**src/rtl/i2c_pkg.sv**
```systemverilog
// Shared types and constants for the byte-level I2C target.
package i2c_pkg;

  typedef enum logic [2:0] {
    ST_IDLE,
    ST_ADDR,
    ST_ADDR_ACK,
    ST_WRITE,
    ST_WRITE_ACK,
    ST_READ,
    ST_READ_ACK,
    ST_WAIT_STOP
  } i2c_tgt_state_t;

  localparam logic I2C_RW_READ = 1'b1;
  localparam int unsigned I2C_BIT_CNT_W = 3;
  localparam logic [I2C_BIT_CNT_W-1:0] I2C_BIT_LAST = '1;

endpackage

```
**src/rtl/i2c_target_if.sv**
```systemverilog
// Pin and byte-handshake bundle between the I2C target and its surroundings.
interface i2c_target_if;
  logic       scl_i;
  logic       sda_i;
  logic       sda_oe;
  logic [7:0] rx_data;
  logic       rx_valid;
  logic       tx_req;
  logic [7:0] tx_data;
  logic       start_det;
  logic       stop_det;
  logic       busy;

  modport slave (
    input  scl_i, sda_i, tx_data,
    output sda_oe, rx_data, rx_valid, tx_req, start_det, stop_det, busy
  );

  modport master (
    output scl_i, sda_i, tx_data,
    input  sda_oe, rx_data, rx_valid, tx_req, start_det, stop_det, busy
  );
endinterface

```
**src/rtl/i2c_line_sync.sv**
```systemverilog
// Multi-flop synchronizer for one bus line plus a history flop giving edge pulses.
module i2c_line_sync #(
  parameter int unsigned STAGES = 2
) (
  input  logic clk,
  input  logic rst_a,
  input  logic d,
  output logic q,
  output logic rise,
  output logic fall
);

  logic [STAGES-1:0] sync;
  logic              hist;

  // Idle bus level is high, so reset to 1 to avoid phantom edges.
  always_ff @(posedge clk or posedge rst_a) begin
    if (rst_a) begin
      sync <= '1;
      hist <= 1'b1;
    end else begin
      sync <= {sync[STAGES-2:0], d};
      hist <= sync[STAGES-1];
    end
  end

  assign q    = sync[STAGES-1];
  assign rise = q & ~hist;
  assign fall = ~q & hist;

endmodule

```
**src/rtl/i2c_target.sv**
```systemverilog
// I2C target at a fixed 7-bit address: ACKs address and written bytes, serves reads via tx_req.
module i2c_target
  import i2c_pkg::*;
#(
  parameter logic [6:0]  ADDR        = 7'h50,
  parameter int unsigned SYNC_STAGES = 2
) (
  input  logic         clk,
  input  logic         rst_a,
  i2c_target_if.slave  bus
);

  logic scl_s, scl_rise, scl_fall;
  logic sda_s, sda_rise, sda_fall;

  i2c_line_sync #(.STAGES(SYNC_STAGES)) u_scl_sync (
    .clk (clk), .rst_a (rst_a), .d (bus.scl_i),
    .q (scl_s), .rise (scl_rise), .fall (scl_fall)
  );

  i2c_line_sync #(.STAGES(SYNC_STAGES)) u_sda_sync (
    .clk (clk), .rst_a (rst_a), .d (bus.sda_i),
    .q (sda_s), .rise (sda_rise), .fall (sda_fall)
  );

  i2c_tgt_state_t             state;
  logic [I2C_BIT_CNT_W-1:0]   bit_cnt;
  logic [7:0]                 shift;
  logic                       ack_clk;
  logic                       fall_d;
  logic                       sda_oe_q;
  logic [7:0]                 rx_data_q;
  logic                       rx_valid_q;
  logic                       tx_req_q;
  logic                       start_q;
  logic                       stop_q;
  logic                       busy_q;

  logic       start_cond, stop_cond, addr_hit, oe_next;
  logic [7:0] shift_in;

  assign start_cond = sda_fall & scl_s;
  assign stop_cond  = sda_rise & scl_s;
  assign shift_in   = {shift[6:0], sda_s};
  assign addr_hit   = (shift[6:0] == ADDR) && (ADDR != 7'h00);

  // A just-requested read byte is still on tx_data when SDA is updated, so drive its MSB directly.
  always_comb begin
    oe_next = 1'b0;
    unique case (state)
      ST_ADDR_ACK, ST_WRITE_ACK: oe_next = 1'b1;
      ST_READ:                   oe_next = ~(tx_req_q ? bus.tx_data[7] : shift[7]);
      default:                   oe_next = 1'b0;
    endcase
  end

  always_ff @(posedge clk or posedge rst_a) begin
    if (rst_a) begin
      state      <= ST_IDLE;
      bit_cnt    <= '0;
      shift      <= '0;
      ack_clk    <= 1'b0;
      fall_d     <= 1'b0;
      sda_oe_q   <= 1'b0;
      rx_data_q  <= '0;
      rx_valid_q <= 1'b0;
      tx_req_q   <= 1'b0;
      start_q    <= 1'b0;
      stop_q     <= 1'b0;
      busy_q     <= 1'b0;
    end else begin
      rx_valid_q <= 1'b0;
      tx_req_q   <= 1'b0;
      start_q    <= 1'b0;
      stop_q     <= 1'b0;
      fall_d     <= scl_fall;

      if (tx_req_q) shift <= bus.tx_data;
      if (fall_d)   sda_oe_q <= oe_next;

      if (start_cond) begin
        state    <= ST_ADDR;
        bit_cnt  <= '0;
        ack_clk  <= 1'b0;
        start_q  <= 1'b1;
        busy_q   <= 1'b1;
        sda_oe_q <= 1'b0;
      end else if (stop_cond) begin
        state    <= ST_IDLE;
        bit_cnt  <= '0;
        ack_clk  <= 1'b0;
        stop_q   <= 1'b1;
        busy_q   <= 1'b0;
        sda_oe_q <= 1'b0;
      end else begin
        unique case (state)
          ST_ADDR: if (scl_rise) begin
            shift <= shift_in;
            if (bit_cnt == I2C_BIT_LAST) begin
              bit_cnt <= '0;
              ack_clk <= 1'b0;
              state   <= addr_hit ? ST_ADDR_ACK : ST_WAIT_STOP;
            end else begin
              bit_cnt <= bit_cnt + 1'b1;
            end
          end
          ST_ADDR_ACK: begin
            if (scl_rise) begin
              ack_clk <= 1'b1;
            end else if (scl_fall && ack_clk) begin
              ack_clk <= 1'b0;
              bit_cnt <= '0;
              if (shift[0] == I2C_RW_READ) begin
                tx_req_q <= 1'b1;
                state    <= ST_READ;
              end else begin
                state    <= ST_WRITE;
              end
            end
          end
          ST_WRITE: if (scl_rise) begin
            shift <= shift_in;
            if (bit_cnt == I2C_BIT_LAST) begin
              rx_data_q  <= shift_in;
              rx_valid_q <= 1'b1;
              bit_cnt    <= '0;
              ack_clk    <= 1'b0;
              state      <= ST_WRITE_ACK;
            end else begin
              bit_cnt <= bit_cnt + 1'b1;
            end
          end
          ST_WRITE_ACK: begin
            if (scl_rise) begin
              ack_clk <= 1'b1;
            end else if (scl_fall && ack_clk) begin
              ack_clk <= 1'b0;
              bit_cnt <= '0;
              state   <= ST_WRITE;
            end
          end
          ST_READ: if (scl_fall) begin
            if (bit_cnt == I2C_BIT_LAST) begin
              bit_cnt <= '0;
              ack_clk <= 1'b0;
              state   <= ST_READ_ACK;
            end else begin
              shift   <= {shift[6:0], 1'b0};
              bit_cnt <= bit_cnt + 1'b1;
            end
          end
          ST_READ_ACK: begin
            if (scl_rise) begin
              if (!sda_s) ack_clk <= 1'b1;
              else        state   <= ST_WAIT_STOP;
            end else if (scl_fall && ack_clk) begin
              ack_clk  <= 1'b0;
              bit_cnt  <= '0;
              tx_req_q <= 1'b1;
              state    <= ST_READ;
            end
          end
          ST_IDLE, ST_WAIT_STOP: ;
          default: state <= ST_IDLE;
        endcase
      end
    end
  end

  assign bus.sda_oe    = sda_oe_q;
  assign bus.rx_data   = rx_data_q;
  assign bus.rx_valid  = rx_valid_q;
  assign bus.tx_req    = tx_req_q;
  assign bus.start_det = start_q;
  assign bus.stop_det  = stop_q;
  assign bus.busy      = busy_q;

endmodule

```
**src/flat_wrapper.sv**
```systemverilog
// flat-port wrapper written by rule: the top's interface ports become plain ports
module i2c_target_flat import i2c_pkg::*;
#(
  parameter logic [6:0]  ADDR        = 7'h50,
  parameter int unsigned SYNC_STAGES = 2
)
  (clk, rst_a, bus_scl_i, bus_sda_i, bus_tx_data, bus_sda_oe, bus_rx_data, bus_rx_valid, bus_tx_req, bus_start_det, bus_stop_det, bus_busy);
  i2c_target_if bus_i ();
  input  logic clk;
  input  logic rst_a;
  input wire logic [$bits(bus_i.scl_i)-1:0] bus_scl_i;
  input wire logic [$bits(bus_i.sda_i)-1:0] bus_sda_i;
  input wire logic [$bits(bus_i.tx_data)-1:0] bus_tx_data;
  output wire logic [$bits(bus_i.sda_oe)-1:0] bus_sda_oe;
  output wire logic [$bits(bus_i.rx_data)-1:0] bus_rx_data;
  output wire logic [$bits(bus_i.rx_valid)-1:0] bus_rx_valid;
  output wire logic [$bits(bus_i.tx_req)-1:0] bus_tx_req;
  output wire logic [$bits(bus_i.start_det)-1:0] bus_start_det;
  output wire logic [$bits(bus_i.stop_det)-1:0] bus_stop_det;
  output wire logic [$bits(bus_i.busy)-1:0] bus_busy;
  assign bus_i.scl_i = bus_scl_i;
  assign bus_i.sda_i = bus_sda_i;
  assign bus_i.tx_data = bus_tx_data;
  assign bus_sda_oe = bus_i.sda_oe;
  assign bus_rx_data = bus_i.rx_data;
  assign bus_rx_valid = bus_i.rx_valid;
  assign bus_tx_req = bus_i.tx_req;
  assign bus_start_det = bus_i.start_det;
  assign bus_stop_det = bus_i.stop_det;
  assign bus_busy = bus_i.busy;
  i2c_target #(.ADDR(ADDR), .SYNC_STAGES(SYNC_STAGES)) u_core (.clk(clk), .rst_a(rst_a), .bus(bus_i));
endmodule
```
**config.mk**
```make
export PLATFORM = sky130hd
export DESIGN_NAME = i2c_target_flat
export DESIGN_NICKNAME = d
export VERILOG_FILES = /design/src/rtl/i2c_pkg.sv /design/src/rtl/i2c_target_if.sv /design/src/rtl/i2c_line_sync.sv /design/src/rtl/i2c_target.sv /design/src/flat_wrapper.sv
export SDC_FILE = /design/constraint.sdc
export NUM_CORES = 1
export LEC_CHECK = 0
export ABC_CLOCK_PERIOD_IN_PS = 3910
export CAP_MARGIN = 20
export CORE_ASPECT_RATIO = 1.5
export CORE_UTILIZATION = 45
export CTS_BUF_LIST = sky130_fd_sc_hd__clkbuf_4 sky130_fd_sc_hd__clkbuf_8
export CTS_CLUSTER_DIAMETER = 40
export CTS_CLUSTER_SIZE = 25
export DETAILED_ROUTE_END_ITERATION = 16
export GPL_ROUTABILITY_DRIVEN = 0
export GPL_TIMING_DRIVEN = 0
export HOLD_SLACK_MARGIN = 0.02
export PLACE_DENSITY = 0.68
export SLEW_MARGIN = 40
export SYNTH_ARGS = -nofsm -noshare
export SYNTH_HDL_FRONTEND = slang
export SYNTH_SLANG_ARGS = --single-unit
export TNS_END_PERCENT = 100
```
**constraint.sdc**
```tcl
create_clock -name clk -period 3.91 [get_ports clk]
set_clock_uncertainty 0.05 [all_clocks]
set_input_delay 0.782 -clock clk [delete_from_list [all_inputs] [get_ports clk]]
set_output_delay 0.782 -clock clk [all_outputs]
set_load 0.03 [all_outputs]
```
## Yosys cells after proc, flatten, opt, wreduce, memory -nomap -nowiden

Index checks and enable logic that the tools add are counted.

- Input port bits: 12
- Bits in registers: 36
- Output and inout port bits: 14

- Mux-type cells: 66
- Reduce and logical (&&, ||, !) cells: 13
- Eq/ne operators: 24
- Add/sub/neg operators: 1
- Bitwise operators: 13

Operators with widths:

| kind | number |
|---|---|
| $mux W3 | 24 |
| $mux W8 | 6 |
| $ne A4 B1 Y1 const B | 10 |
| $mux W1 | 30 |
| $pmux W3 S6 | 1 |
| $pmux W8 S2 | 1 |
| $reduce_and A13 Y1 | 1 |
| $eq A3 B3 Y1 const B | 4 |
| $ne A4 B4 Y1 const B | 3 |
| $ne A5 B5 Y1 const B | 2 |
| $reduce_and A5 Y1 | 2 |
| $pmux W3 S3 | 1 |
| $reduce_bool A8 Y1 | 1 |
| $eq A7 B7 Y1 const B | 1 |
| $not A1 Y1 | 7 |
| $and A1 B1 Y1 | 6 |
| $eq A3 B2 Y1 const B | 2 |
| $reduce_bool A6 Y1 | 1 |
| $ne A5 B1 Y1 const B | 1 |
| $reduce_bool A5 Y1 | 1 |
| $pmux W1 S2 | 2 |
| $pmux W1 S4 | 1 |
| $reduce_and A4 Y1 | 1 |
| $reduce_or A2 Y1 | 2 |
| other kinds (6) | 6 |

## Longest topological paths before layout

Gate-level depths: netlist of run 1.

- Word-level depth: 8
- Gate-level depth with buffers: 6

## Hierarchy

Synthesis of run 1 repeated with hierarchy kept, for this count alone.

- Cells, all modules: 162
- Area total of the unflattened synthesis: 1809.2 sq um

Modules (own cells, without submodules):

| module | instances | cells an instance | area each (sq um) |
|---|---|---|---|
| i2c_target | 1 | 150 | 1614.0 |
| i2c_line_sync | 2 | 6 | 97.6 |

## Worst setup path after synthesis of run 1

No wires, ideal clock.

- Kind: register -> register
- Start point: reg u_core.bit_cnt[0]
- End point: reg u_core.state[0]
- Clock period less this slack: 1785 ps
- Data required time: 3733 ps
- Buffers on the path: 0
- Stages on the path, launching flop included: 7
- Setup slack: 2125 ps
- Arrival: 1609 ps
- Cells stage by stage: dfrtp_1 ha_1 ha_1 and4b_1 o32ai_2 o21ai_1 mux2i_1

- Longest elaborated chain between the ends: 3
- Elaborated cells between the ends (all ways): 5
- Those cells by class: eq/ne (4); reduce/logical (1)

Ends and longest elaborated chain:

| element | line | text |
|---|---|---|
| start, declared | i2c_target.sv:27 | `logic [I2C_BIT_CNT_W-1:0] bit_cnt;` |
| start signal, assigned | i2c_target.sv:104 | `bit_cnt <= bit_cnt + 1'b1;` |
| start signal, assigned | i2c_target.sv:130 | `bit_cnt <= bit_cnt + 1'b1;` |
| start signal, assigned | i2c_target.sv:149 | `bit_cnt <= bit_cnt + 1'b1;` |
| $eq A3 B3 Y1 (*) | i2c_target.sv:99, i2c_target.sv:123, i2c_target.sv:143 |  |
| $ne A4 B1 Y1 (no line) | -- |  |
| $reduce_and A13 Y1 (no line) (*) | -- |  |
| end signal, assigned | i2c_target.sv:102 | `state <= addr_hit ? ST_ADDR_ACK : ST_WAIT_STOP;` |
| end, declared | i2c_target.sv:26 | `i2c_tgt_state_t state;` |

Every way passes the cells marked *; elsewhere a longest branch is shown, timed or not.
A chain may end at the register's enable or synchronous reset.

## Worst setup path after layout of run 1

- Start point: reg u_core.tx_req_q (netlist: u_core.bus.tx_req)
- End point: out bus_tx_req

RTL lines:

| element | line | text |
|---|---|---|
| start, declared | i2c_target.sv:34 | `logic tx_req_q;` |
| start signal, assigned | i2c_target.sv:67 | `tx_req_q <= 1'b0;` |
| start signal, assigned | i2c_target.sv:73 | `tx_req_q <= 1'b0;` |
| start signal, assigned | i2c_target.sv:114 | `tx_req_q <= 1'b1;` |
| end, declared | flat_wrapper.sv:17 | `output wire logic [$bits(bus_i.tx_req)-1:0] bus_tx_req;` |

No word-level cell between the ends.

==> run metrics, run 1 <==
outcome finished clean; Leak Pwr around 1 nW; cell internal pwr 0.831 mW; All-Layer GR Usage 20.6%; Total Power 1.28 mW; diode count 0; Peak VDD IR around 0.00035 V; CTS Buffer Depth 2; Power Density 586 nW/um^2; pin count of the biggest net entering global routing 37; most used flip-flop cell after synthesis dfrtp_1; mean number of vias per cell between 5 and 6; CP Class flop to output pin; hpwl dp between 2000 and 3000 um; final period utilization 55.1%; vias in the first global route 1305; total grt overflow 0; Post-CTS Setup Bufs 0; power share of the sequential group about two fifths; mapped cell area 1790 sq um; Post-Route WL roughly 3700 um; Worst Setup Start Kind flop; worst path buffer plus inverter count 1; DR WL/cell approximately 17 um; CP peak stage delay 0.67 ns; clock-pin slew on the worst setup and hold paths around 0.070 ns; worst skew pair latency ~0.29 ns; Port Buf Inserts 25; Setup TNS 0 ns; post_cts resized 0; post-layout util approximately three fifths; Mean Syn Cell Area approximately 13 sq um; Die Y 79.3 um; RSZ-0062 raised after global routing no; Hold WS 0.305 ns; WP data arrival 1.32 ns; Crit path max-delay family buffers and inverters; total iterations of the first detailed-routing run 4; stages on the worst setup path 1; die width about 54 um; CTS tree built; Switching Share between 30% and 40%; syn nets about 150; first-pass GRT wire length approximately 6200 um; DRC viols 0; CP max FO 2; slew margin rel. 59.4%; Hold Buf Count CTS 0; Clk pwr share a little over a fifth; slowest CP cell clkdlybuf4s50_1; crit path cell chain clkdlybuf4s50_1; worst r2r path cells 6; max-slew violation count 0; CTS buffer count 5; nets 185; final setup fails 0; hold-critical path depth 0; initial DRC count 39; CP Capture Type output pin; Root Buffer clkbuf_8; power share of the combinational group a little under two fifths; Post-synth EDFFs 0; Async S/R FF share, synth 100%; initial antenna violation count 0; Worst Hold Class flop to flop; Core Rows 27; Initial Util a little under half; number of synthesized register bits 36; NetSw between 0.4 and 0.5 mW; Final Critical Period ~2.2 ns; P&R area growth vs syn 22.0%; Die Area 4250 sq um; sequential-to-total area share from yosys stat about half; Synth Instances 138; Slew @ Worst Pin roughly 0.61 ns; core area about 3700 sq um; ANT nets after route 0; final hold violation count 0; CTS sink cnt 36; Vias around 1300; Worst Path Required 3.08 ns; I/O Pins 26; maximum clock rate between 400 and 500 MHz; CTS H-tree lvls 2; share of cells above drive strength 1 a little over a quarter; Max Cap Viol 0; Netlist cell types 50; Ys Warns 0
-- power by group through the flow --
stage	combinational [mW]	sequential (mW)	clock (mW)
floorplan	0.361	0.532	0
global placement	0.463	0.537	0
detailed placement	0.477	0.543	0
CTS	0.481	0.536	0.277
global route	0.525	0.550	0.290
finish	0.477	0.537	0.267
-- area by class of cell --
class / count / area [sq um]
multi-input combinational: 91 / 837
tap: 43 / 53.8
clock buffer: 7 / 83.8
timing repair buffer: 25 / 250
inverter: 6 / 23.8
buffer: 5 / 26.3
clock inverter: 1 / 5.00
sequential: 36 / 908
fill: 316 / 1560
-- cell usage in the layout, fill, tap and decap left out, types with 2 or more instances in the layout --
cell / count
nand2_1: 5
mux2_1: 11
clkbuf_4: 2
nand3_1: 2
ha_1: 3
mux2i_1: 3
clkinv_2: 2
clkdlybuf4s50_1: 25
buf_2: 3
o21ai_0: 5
o21bai_1: 3
mux2_2: 14
dfstp_2: 6
nor2b_1: 4
a21oi_1: 3
clkbuf_8: 5
and3_1: 2
nand2b_4: 2
nor2_1: 2
dfrtp_1: 30
o21ai_2: 2
inv_1: 4
nor4bb_1: 2
-- logic make-up (layout without fill, tap and decap cells) --
| kind of cell | Yosys count | after routing | share of synthesized area [%] |
|---|---|---|---|
| adders and majority gates | 3 | 3 | 2.09 |
| xor gates and xnor gates | 1 | 1 | 0.488 |
| muxes | 28 | 28 | 17.4 |
| AOI/OAI and AO/OA | 27 | 27 | 13.2 |
| buffers and inverters | 11 | 44 | 2.72 |
| and+or+nand+nor | 32 | 32 | 13.5 |
| DFF | 36 | 36 | 50.6 |
-- state kept, by name, indices dropped and copies added, names as in the netlist --
name / flops
u_core.bus.busy: 1
u_core.fall_d: 1
u_core.state: 3
u_core.u_scl_sync.hist: 1
u_core.bus.sda_oe: 1
u_core.bit_cnt: 3
u_core.bus.rx_data: 8
u_core.bus.tx_req: 1
u_core.ack_clk: 1
u_core.bus.stop_det: 1
u_core.shift: 8
u_core.bus.start_det: 1
u_core.u_sda_sync.hist: 1
u_core.u_scl_sync.sync: 2
u_core.bus.rx_valid: 1
u_core.u_sda_sync.sync: 2
-- worst paths after layout --
| path | start | to | slack [ns] |
|---|---|---|---|
| setup reg to reg | u_core.bit_cnt[0]$_DFFE_PP0P_ | u_core.state[0]$_DFFE_PP0P_ | 1.93 |
| max in group asynchronous | rst_a | u_core.bus.rx_data[6]$_DFFE_PP0P_ | 2.61 |
| hold reg to reg | u_core.u_sda_sync.sync[0]$_DFF_PP1_ | u_core.u_sda_sync.sync[1]$_DFF_PP1_ | 0.31 |
| min in group asynchronous | rst_a | u_core.bus.busy$_DFFE_PP0P_ | 0.81 |
| hold / removal | u_core.u_sda_sync.sync[0]$_DFF_PP1_ | u_core.u_sda_sync.sync[1]$_DFF_PP1_ | 0.31 |
| setup / recovery | u_core.bus.tx_req$_DFF_PP0_ | bus_tx_req | 1.75 |
-- layer usage --
layer / wire length, um / track usage (%) / share of wire [%] / vias up
met1: 1470 / 23.3 / 40 / 648
met2: 2010 / 35.5 / 55 / 28
met5: 0 / 0 / 0 / -
li1: - / - / - / 571
met3: 126 / 4.79 / 3.4 / 6
met4: 71 / 8.95 / 1.9 / 0
-- Yosys cell counts (4+ instances only) --
master	number	area share, %
mux2_2	14	8.8
dfstp_2	6	8.8
o21ai_0	5	1.4
nor2b_1	4	1.4
inv_1	5	1.0
nand2_1	5	1.0
mux2_1	11	6.9
dfrtp_1	30	42
-- metrics by stage --
stage / area [sq um] / setup WS (ns) / std cells
after floorplan: 1790 / 2.12 / 138
after global placement: 2100 / 1.52 / 206
after detailed placement: 2100 / 1.92 / 206
after CTS: 2190 / 1.74 / 214
after global routing: 2190 / 1.69 / 214
final: 2190 / 1.75 / 214
(Power assumes the default switching activity.)
==> inputs of run 2 (changes only) <==
ABC_CLOCK_PERIOD_IN_PS = 2200   (was 3910)
clock period = 2.2 ns   (was 3.91 ns; I/O delays follow)
==> results of run 2 <==
The final DEF is identical to that of run 1. Status: finished clean.
Main changes from that run: setup slack after placement 1.92 ns -> 0.213 ns; setup slack after layout 1.75 ns -> 0.225 ns; start point of the critical path u_core.bus.tx_req$_DFF_PP0_ -> u_core.bit_cnt[0]$_DFFE_PP0P_; end point of the critical path bus_tx_req -> u_core.state[0]$_DFFE_PP0P_; register-to-register setup slack 1.93 ns -> 0.22 ns; total power 1.28 mW -> 2.28 mW; worst IR drop on VDD 0.000353 V -> 0.000628 V
